<file path="config.mk">
export PLATFORM = sky130hd
export DESIGN_NAME = neuron_accumulator
export DESIGN_NICKNAME = d
export VERILOG_FILES = /design/src/rtl/neuron_accumulator.sv
export SDC_FILE = /design/constraint.sdc
export NUM_CORES = 1
export LEC_CHECK = 0
export CAP_MARGIN = 20
export CORE_MARGIN = 5
export CORE_UTILIZATION = 40
export CTS_CLUSTER_SIZE = 10
export DETAILED_ROUTE_END_ITERATION = 8
export PLACE_DENSITY = 0.68
export SLEW_MARGIN = 25
export SYNTH_ARGS = -nofsm -noshare
export SYNTH_HDL_FRONTEND = slang
export SYNTH_SLANG_ARGS = --single-unit
</file>
<file path="constraint.sdc">
create_clock -name clk -period 3.4 [get_ports clk]
set_clock_uncertainty 0.1 [all_clocks]
set_input_delay 1.02 -clock clk [delete_from_list [all_inputs] [get_ports clk]]
set_output_delay 1.02 -clock clk [all_outputs]
set_load 0.02 [all_outputs]
</file>
<file path="src/rtl/neuron_accumulator.sv">
`default_nettype none
// ============================================================================
// Module      : neuron_accumulator
// Description : Sums N_INPUTS signed 16-bit operands onto a signed 16-bit bias
//               and presents the result through a valid/ready handshake.
//               Three-state control: IDLE -> ACC -> OUT -> IDLE.
// Revision    : 1.0 - initial release
// ----------------------------------------------------------------------------
// Parameters  : N_INPUTS   operands summed per evaluation (1..255)
// Ports       : clk        rising-edge clock
//               rst_n      asynchronous active-low reset
//               start      begin an evaluation (honoured only in IDLE)
//               bias       initial accumulator value, sampled with start
//               in_valid   operand valid
//               in_data    signed operand
//               in_ready   operand accepted this cycle when also in_valid
//               out_valid  result valid
//               out_data   result (0 whenever out_valid is low)
//               out_ready  result consumer ready
//               busy       evaluation in progress (state != IDLE)
// Build macro : NEURON_ACC_SATURATE_EN - saturate each accumulation to the
//               signed 16-bit range instead of wrapping.
// ============================================================================
module neuron_accumulator #(
  parameter int N_INPUTS = 4
) (
  input  logic        clk,
  input  logic        rst_n,
  input  logic        start,
  input  logic [15:0] bias,
  input  logic        in_valid,
  input  logic [15:0] in_data,
  output logic        in_ready,
  output logic        out_valid,
  output logic [15:0] out_data,
  input  logic        out_ready,
  output logic        busy
);

  typedef enum logic [1:0] {
    S_IDLE = 2'd0,
    S_ACC  = 2'd1,
    S_OUT  = 2'd2
  } state_t;

  // Index of the final operand of an evaluation.
  localparam logic [7:0] c_last_idx = 8'(N_INPUTS - 1);

  state_t      r_state;
  state_t      w_next_state;
  logic [15:0] r_acc;
  logic [7:0]  r_count;
  logic [15:0] w_sum;
  logic        w_beat;
  logic        w_load;

  // Outputs decode purely from state so that the asynchronous reset clears
  // them immediately.
  assign in_ready  = (r_state == S_ACC);
  assign out_valid = (r_state == S_OUT);
  assign busy      = (r_state != S_IDLE);
  assign out_data  = out_valid ? r_acc : 16'h0000;

  assign w_beat = in_valid && (r_state == S_ACC);
  assign w_load = start && (r_state == S_IDLE);

`ifdef NEURON_ACC_SATURATE_EN
  // Sign-extended sum; bits 16 and 15 disagree exactly on signed overflow,
  // and bit 16 then carries the true sign of the result.
  logic [16:0] w_sum_ext;
  assign w_sum_ext = {r_acc[15], r_acc} + {in_data[15], in_data};
  always_comb begin
    w_sum = w_sum_ext[15:0];
    if (w_sum_ext[16] != w_sum_ext[15]) begin
      w_sum = w_sum_ext[16] ? 16'h8000 : 16'h7FFF;
    end
  end
`else
  // Modular addition: carry-out is simply dropped.
  assign w_sum = r_acc + in_data;
`endif

  // State register
  always_ff @(posedge clk or negedge rst_n) begin
    if (!rst_n) begin
      r_state <= S_IDLE;
    end else begin
      r_state <= w_next_state;
    end
  end

  // Next-state logic
  always_comb begin
    w_next_state = r_state;
    case (r_state)
      S_IDLE: begin
        if (start) begin
          w_next_state = S_ACC;
        end
      end
      S_ACC: begin
        if (in_valid && (r_count == c_last_idx)) begin
          w_next_state = S_OUT;
        end
      end
      S_OUT: begin
        // A start in this cycle is deliberately not looked at; a new
        // evaluation can only begin once IDLE has been reached.
        if (out_ready) begin
          w_next_state = S_IDLE;
        end
      end
      default: begin
        w_next_state = S_IDLE;
      end
    endcase
  end

  // Accumulator datapath
  always_ff @(posedge clk or negedge rst_n) begin
    if (!rst_n) begin
      r_acc   <= 16'h0000;
      r_count <= 8'h00;
    end else if (w_load) begin
      r_acc   <= bias;
      r_count <= 8'h00;
    end else if (w_beat) begin
      r_acc   <= w_sum;
      r_count <= r_count + 8'h01;
    end
  end

endmodule
`default_nettype wire

</file>
After elaboration in Yosys (flattened, before gate mapping)
Cells that the tools add are included.

storage, ports and cells
  register bits after elaboration = 26
  input port bits = 37
  output and inout port bits = 19

cells by class
  add/subtract/negate cells = 2
  equality and inequality tests = 6
  muxes and demuxes = 9
  reductions and logical operators = 7

operator list
  operator               number
  $mux W16               3
  $add A16 B16 Y16       1
  $mux W8                2
  $add A8 B1 Y8 const B  1
  $eq A8 B2 Y1 const B   1
  $mux W2                3
  $pmux W2 S3            1
  $ne A2 B1 Y1 const B   2
  $reduce_bool A2 Y1     2
  $logic_and A1 B1 Y1    3
  $reduce_and A3 Y1      1
  $eq A2 B1 Y1 const B   1
  $eq A2 B2 Y1 const B   1
  $logic_not A2 Y1       1
  $ne A2 B2 Y1 const B   1

Logic depth before layout (Yosys ltp)
Gate-level depths: netlist (run 1).

  depth after elaboration = 4
  depth in mapped cells = 8
  gate-level depth less buffers = 8

Worst setup path before layout (run 1)
OpenSTA, ideal clock, no wires.

  path kind = input port to flip-flop
  start = input in_data[0]
  end = register r_acc[10]
  arrival = 2.893 ns
  path slack = 0.341 ns
  cell stages on the path = 8
  buffers on the path = 0
  cell sequence = ha_1 -> fa_1 -> a21o_2 -> a311oi_2 -> o21bai_1 -> a21oi_2 -> mux2_2 -> nand2_1

between the ends
  longest elaborated chain between the ends = 3

ends and longest elaborated chain
  element               line  RTL
  from (decl)           32    input logic [15:0] in_data,
  $add A16 B16 Y16      80    assign w_sum = r_acc + in_data;
  $mux W16              127   end else if (w_beat) begin
  $mux W16              124   end else if (w_load) begin
  to (signal assigned)  125   r_acc <= bias;
  to (signal assigned)  128   r_acc <= w_sum;
  to (decl)             51    logic [15:0] r_acc;

No other way between the ends. The select of a mux whose other input is x is not followed.
A chain may end at the register's enable or synchronous reset.

Worst setup path after layout (run 1)
  start = input in_data[0]
  end = register r_acc[8]

Same word-level chain as after synthesis.

==> run_results.csv, run 1 <==
group,metric,value,unit
status,outcome,"finished, final reports clean",
critical_path,start_kind,"primary input",
synthesis,ys_seq_elements,26,
placement,place_area,2740,um2
route,vias,1946,
timing,finalMaxSlewViolations,0,
timing,hold_ws,0.4466,ns
power,leakage,1.196,nW
route,antenna_left,0,
synthesis,synth_area,2083,um2
cells_and_area,fin_nets,346,
flow_run,cap_viol_max_count,0,
global_routing,grt_overflow,0,
critical_path,cp_max_fo,3,
floorplanning,dieArea,6751,um2
placement,dp_hpwl,4.015,mm
synthesis,syn-instance-count,231,
critical_path,path_buf_inv,2,
global_routing,grt_usage,0.1657,
route,detail_route.wl_per_cell,15.01,um
critical_path,arrival,3.26,ns
global_routing,antenna_found_initial,0,
cts,cts.hold.buffers_added,0,
route,wirelength,5.418,mm
floorplanning,die_w,82.17,um
synthesis,synth.avg_cell_area,9.018,um2
cts,clock_path_buffers,2,
critical_path,required,3.45,ns
timing,finalSetupTns,0,ns
route,drt_first_pass_iters,7,
global_routing,grt_max_degree,28,
timing,setup_viol_count_final,0,
cts,postCtsSetupRepairBufs,0,
power,p_per_area,737.4,nW/um2
cells_and_area,diodes,0,
critical_path,cpMaxStageDelayCell,"fa_1",
route,drtIter0Drc,132,
cells_and_area,final-instance-count-excl-fill,361,
cells_and_area,synthToLayoutAreaGrowth,34.71,%
cts,clk_latency,0.27,ns
cts,cts_buffers,3,
timing,fin_crit_sh,0.9430,
critical_path,path_cells,"clkdlybuf4s50_1 > ha_1 > fa_1 > a21o_2 > a311oi_4 > o21bai_1 > a21oi_2 > buf_4 > xor2_1 > o21ai_0",
synthesis,seq_area_frac_synth,0.3123,
placement,place_congestion,0.8519,
timing,rsz0062_at_grt,"no",
critical_path,slowest_delay,0.41,ns
floorplanning,coreArea,5075,um2
synthesis,ys.flop_type,"dfrtp_1",
power,finalPower,2.070,mW
timing,tightest_slew,0.4637,ns
floorplanning,initial_core_util,0.4105,
cts,tritoncts,"built",
cts,ctsRootBufferMaster,"clkbuf_8",
global_routing,grt_pass1_wl,8.811,mm
route,drc,0,
floorplanning,fp.dieH,82.17,um
global_routing,grt_pass1_vias,1920,
synthesis,yosys_warnings,0,
floorplanning,std_cell_rows,26,
synthesis,synth_cell_types,56,
timing,min_period,3.206,ns
route,viasPerCell,5.391,
cts,clock-sinks,26,
cts,cts_max_level,1,
cells_and_area,stdcell_area,2806,um2
cells_and_area,drive_above_1_share,0.08591,
cts,cts_resized,0,
synthesis,synth_nets,285,
worst_hold_path,min_path_type,"flip-flop to flip-flop",
timing,slew_headroom,0.6909,
critical_path,critical-path-top-delay-family,"compound AO/OA/AOI/OAI gates",
timing,hold_viol_final,0,
synthesis,synth_edf_count,0,
placement,dp.cells,357,
critical_path,end_kind,"flip-flop",
cts,clk_pin_slew,0.10,ns
floorplanning,num_io_pins,56,
timing,max_clock_freq,0.3119,GHz
critical_path,crit_type,"primary input to flip-flop",
placement,portBuffers,55,
power,irDropWorstVdd,0.3114,mV
synthesis,ys_async_sr_fraction,1.000,
==> synthesized netlist by cell type, types with 4 or more instances <==
cell,n,share of area
clkbuf_1,5,0.0090
ha_1,16,0.096
and2_1,16,0.048
a21o_1,5,0.018
dfrtp_1,26,0.31
a22oi_1,11,0.040
inv_1,4,0.0072
xor2_1,11,0.046
nor2_1,13,0.023
a21oi_1,12,0.029
o21ai_0,18,0.043
nand2_1,19,0.034
nand4_1,7,0.021
nand3_1,4,0.0096
xnor2_1,4,0.017
==> cells in the final DEF (no fill, tap or decap), types with 11 or more instances in the layout <==
master	synthesis	routed
clkdlybuf4s50_1	0	55
dfrtp_1	26	26
nand2_1	19	19
o21ai_0	18	18
and2_1	16	16
ha_1	16	16
nor2_1	13	13
a21oi_1	12	12
xor2_1	11	11
a22oi_1	11	11
buf_4	1	11
==> worst min-delay path, stage by stage (launching register included) <==
cell and delay [ns]:
dfrtp_1 0.38, a22oi_1 0.07, o21ai_0 0.07
==> layer usage <==
layer / GRT usage / vias up / wire length [um] / share of wire
li1: - / 975 / - / -
met1: 0.2334 / 917 / 2577 / 0.48
met2: 0.2754 / 52 / 2542 / 0.47
met3: 0.01518 / 2 / 266 / 0.049
met4: 0.03821 / 0 / 33 / 0.0061
met5: 0 / - / 0 / 0
==> sequential cells by signal, indices dropped and copies added (netlist names) <==
name / cells
r_acc: 16
r_count: 8
r_state: 2
==> kinds of logic after synthesis <==
logic type | after synthesis | synth area share
flip-flops | 26 | 0.3123
adder cells (fa/ha/maj) | 17 | 0.1057
buffers and inverters | 14 | 0.03784
AO/OA/AOI/OAI | 74 | 0.2457
multiplexers | 5 | 0.02703
AND/OR/NAND/NOR | 80 | 0.2084
XOR/XNOR | 15 | 0.06306
==> stage by stage <==
step,setup WS (ns),utilization
after detailed placement,-0.2059,0.5399
after global routing,0.04074,0.5530
after floorplan,0.3410,-
final,0.1938,0.5530
after CTS,0.08398,0.5508
after global placement,-0.1673,0.5399
==> path summary, 6_finish.rpt <==
path                             from          to  slack, ns  depth (start not counted)
min                          r_acc[9]    r_acc[9]       0.45                          2
min reg2reg                  r_acc[9]    r_acc[9]       0.45                          2
min in group asynchronous       rst_n   r_acc[13]       1.01                          2
max                        in_data[0]    r_acc[8]       0.19                         10
max reg2reg                  r_acc[0]    r_acc[8]       0.94                          9
max in group asynchronous       rst_n  r_count[4]       1.93                          2
==> where the power goes <==
part / internal [mW] / total, mW / switching (mW)
Clock: 0.104 / 0.210 / 0.106
Combinational: 0.610 / 1.31 / 0.695
Sequential: 0.437 / 0.555 / 0.117
Total: 1.15 / 2.07 / 0.918
==> final cells by class <==
cell class | count | area [um2]
sequential | 26 | 650.6
clock buffer | 4 | 55.05
fill | 515 | 2268
inverter | 4 | 15.01
multi-input combinational | 191 | 1365
tap | 70 | 87.58
timing repair buffer | 66 | 633.1
(Power assumes the default switching activity.)
==> inputs of run 2 (changes only) <==
CORE_UTILIZATION = 49   (was 40)
PLACE_DENSITY = 0.81   (was 0.68)
==> run_results.csv, run 2 (synthesis results as in run 1) <==
group,metric,value,unit
power,swShare,0.4422,
timing,rsz0062_at_grt,"no",
critical_path,reg2reg_depth,8,
power,seqPwrFrac,0.264,
cts,clk_latency,0.27,ns
timing,tightest_slew,0.4436,ns
timing,fin_crit_sh,0.9679,
power,p_clk_frac,0.097,
power,comb_power_share,0.639,
cells_and_area,layout_commonest_cell,"clkdlybuf4s50_1",
power,switchingPower,0.9251,mW
cells_and_area,fin_util,0.6929,
worst_hold_path,hold_depth,2,
cells_and_area,fin_nets,350,
critical_path,cp_max_fo,3,
placement,dp.cells,341,
timing,setup_slack,0.1090,ns
cells_and_area,diodes,0,
cts,cts_max_level,1,
power,leakage,1.216,nW
route,antenna_left,0,
route,vias,1975,
cells_and_area,final-instance-count-excl-fill,345,
timing,finalMaxSlewViolations,0,
critical_path,slowest_delay,0.41,ns
timing,finalSetupTns,0,ns
placement,portBuffers,55,
route,wirelength,5.470,mm
cts,ctsRootBufferMaster,"clkbuf_8",
cells_and_area,mostFrequentLayoutCells,"clkdlybuf4s50_1, dfrtp_1, nand2_1",
placement,dp_hpwl,4.143,mm
global_routing,grt_max_degree,27,
timing,slew_headroom,0.7001,
cts,cts_buffers,3,
cells_and_area,synthToLayoutAreaGrowth,34.96,%
power,internal_power,1.167,mW
floorplanning,die_w,75.21,um
worst_hold_path,min_path_type,"flip-flop to flip-flop",
critical_path,path_cells,"clkdlybuf4s50_1 > ha_1 > fa_1 > a21o_2 > a311oi_4 > o21bai_1 > a21oi_2 > mux2_2 > nand2_1",
placement,place_congestion,0.8914,
cts,postCtsSetupRepairBufs,0,
critical_path,start_kind,"primary input",
status,outcome,"finished, final reports clean",
cts,clock-sinks,26,
power,irDropWorstVdd,0.3347,mV
critical_path,required,3.51,ns
cts,clk_pin_slew,0.09,ns
route,drtIter0Drc,119,
global_routing,grt_pass1_wl,8.852,mm
placement,pre_cts_ws,-0.1841,ns
critical_path,crit_type,"primary input to flip-flop",
power,finalPower,2.092,mW
critical_path,cpMaxStageDelayCell,"fa_1",
critical_path,arrival,3.41,ns
cells_and_area,largest_register_ff_count,16,
global_routing,antenna_found_initial,0,
flow_run,cap_viol_max_count,0,
power,p_per_area,744.0,nW/um2
critical_path,end_kind,"flip-flop",
cells_and_area,regMostFlops,"r_acc",
floorplanning,dieArea,5656,um2
timing,min_period,3.291,ns
floorplanning,num_io_pins,56,
timing,max_clock_freq,0.3039,GHz
route,detail_route.wl_per_cell,15.86,um
cts,tritoncts,"built",
cells_and_area,drive_above_1_share,0.09831,
floorplanning,initial_core_util,0.5134,
timing,hold_viol_final,0,
cts,clock_path_buffers,2,
cells_and_area,reg.largest.list,"r_acc: 16 flops, r_count: 8 flops, r_state: 2 flops",
route,drt_first_pass_iters,4,
floorplanning,coreArea,4058,um2
floorplanning,fp.dieH,75.21,um
floorplanning,std_cell_rows,23,
global_routing,grt_overflow,0,
timing,setup_viol_count_final,0,
global_routing,grt_pass1_vias,1927,
route,viasPerCell,5.725,
route,drc,0,
global_routing,grt_usage,0.2022,
-- run 2: cell types whose count changed in the layout (fill, tap and decap cells not counted), sizes merged --
cell | previous run | this run
buf | 11 | 15
-- run 2: what timing repair did --
item,CTS,global route
resized for setup,0,1
endpoints found under the setup margin,0,1
hold buffers,0,0
-- run 2: cell type report --
type | instances | area [um2]
fill | 337 | 1246
clock buffer | 4 | 55.05
multi-input combinational | 191 | 1365
tap | 50 | 62.56
inverter | 4 | 15.01
sequential | 26 | 650.6
timing repair buffer | 70 | 663.1
-- run 2: per-stage QoR --
stage	hold WS, ns	instance area (um2)
6_report	0.4450	2811
3_3_place_gp	0.4098	2745
5_1_grt	0.4771	2811
4_1_cts	0.4386	2800
3_5_place_dp	0.4156	2745
2_1_floorplan	0.3907	2083
-- run 2: routing by layer --
metal	wire length, um	vias to the layer above	GRT usage
li1	-	976	-
met5	0	-	0
met2	2607	74	0.3375
met4	61	0	0.04660
met1	2321	919	0.2691
met3	481	6	0.04406
-- run 2: final timing paths --
path / startpoint / to / slack [ns]
min in group asynchronous: rst_n / r_acc[7] / 1.02
setup / recovery: in_data[0] / r_acc[10] / 0.11
hold / removal: r_acc[7] / r_acc[7] / 0.45
max in group asynchronous: rst_n / r_state[1] / 1.92
hold reg to reg: r_acc[7] / r_acc[7] / 0.45
setup reg to reg: r_acc[0] / r_acc[10] / 0.86
-- run 2: power groups by stage --
stage          clock network, mW  registers, mW  logic (mW)
3_3_place_gp                   0          0.553        1.27
6_report                   0.203          0.552        1.34
5_1_grt                    0.218          0.574        1.50
3_5_place_dp                   0          0.555        1.30
2_1_floorplan                  0          0.521       0.974
4_1_cts                    0.208          0.550        1.31
-- run 2: worst max-delay path, delay by kind of cell --
| family | cells | cell delay [ns] |
|---|---|---|
| AOI/OAI and AO/OA | 4 | 0.94 |
| adders and majority gates | 2 | 0.63 |
| buffers and inverters | 1 | 0.40 |
| muxes | 1 | 0.36 |
| and+or+nand+nor | 1 | 0.06 |
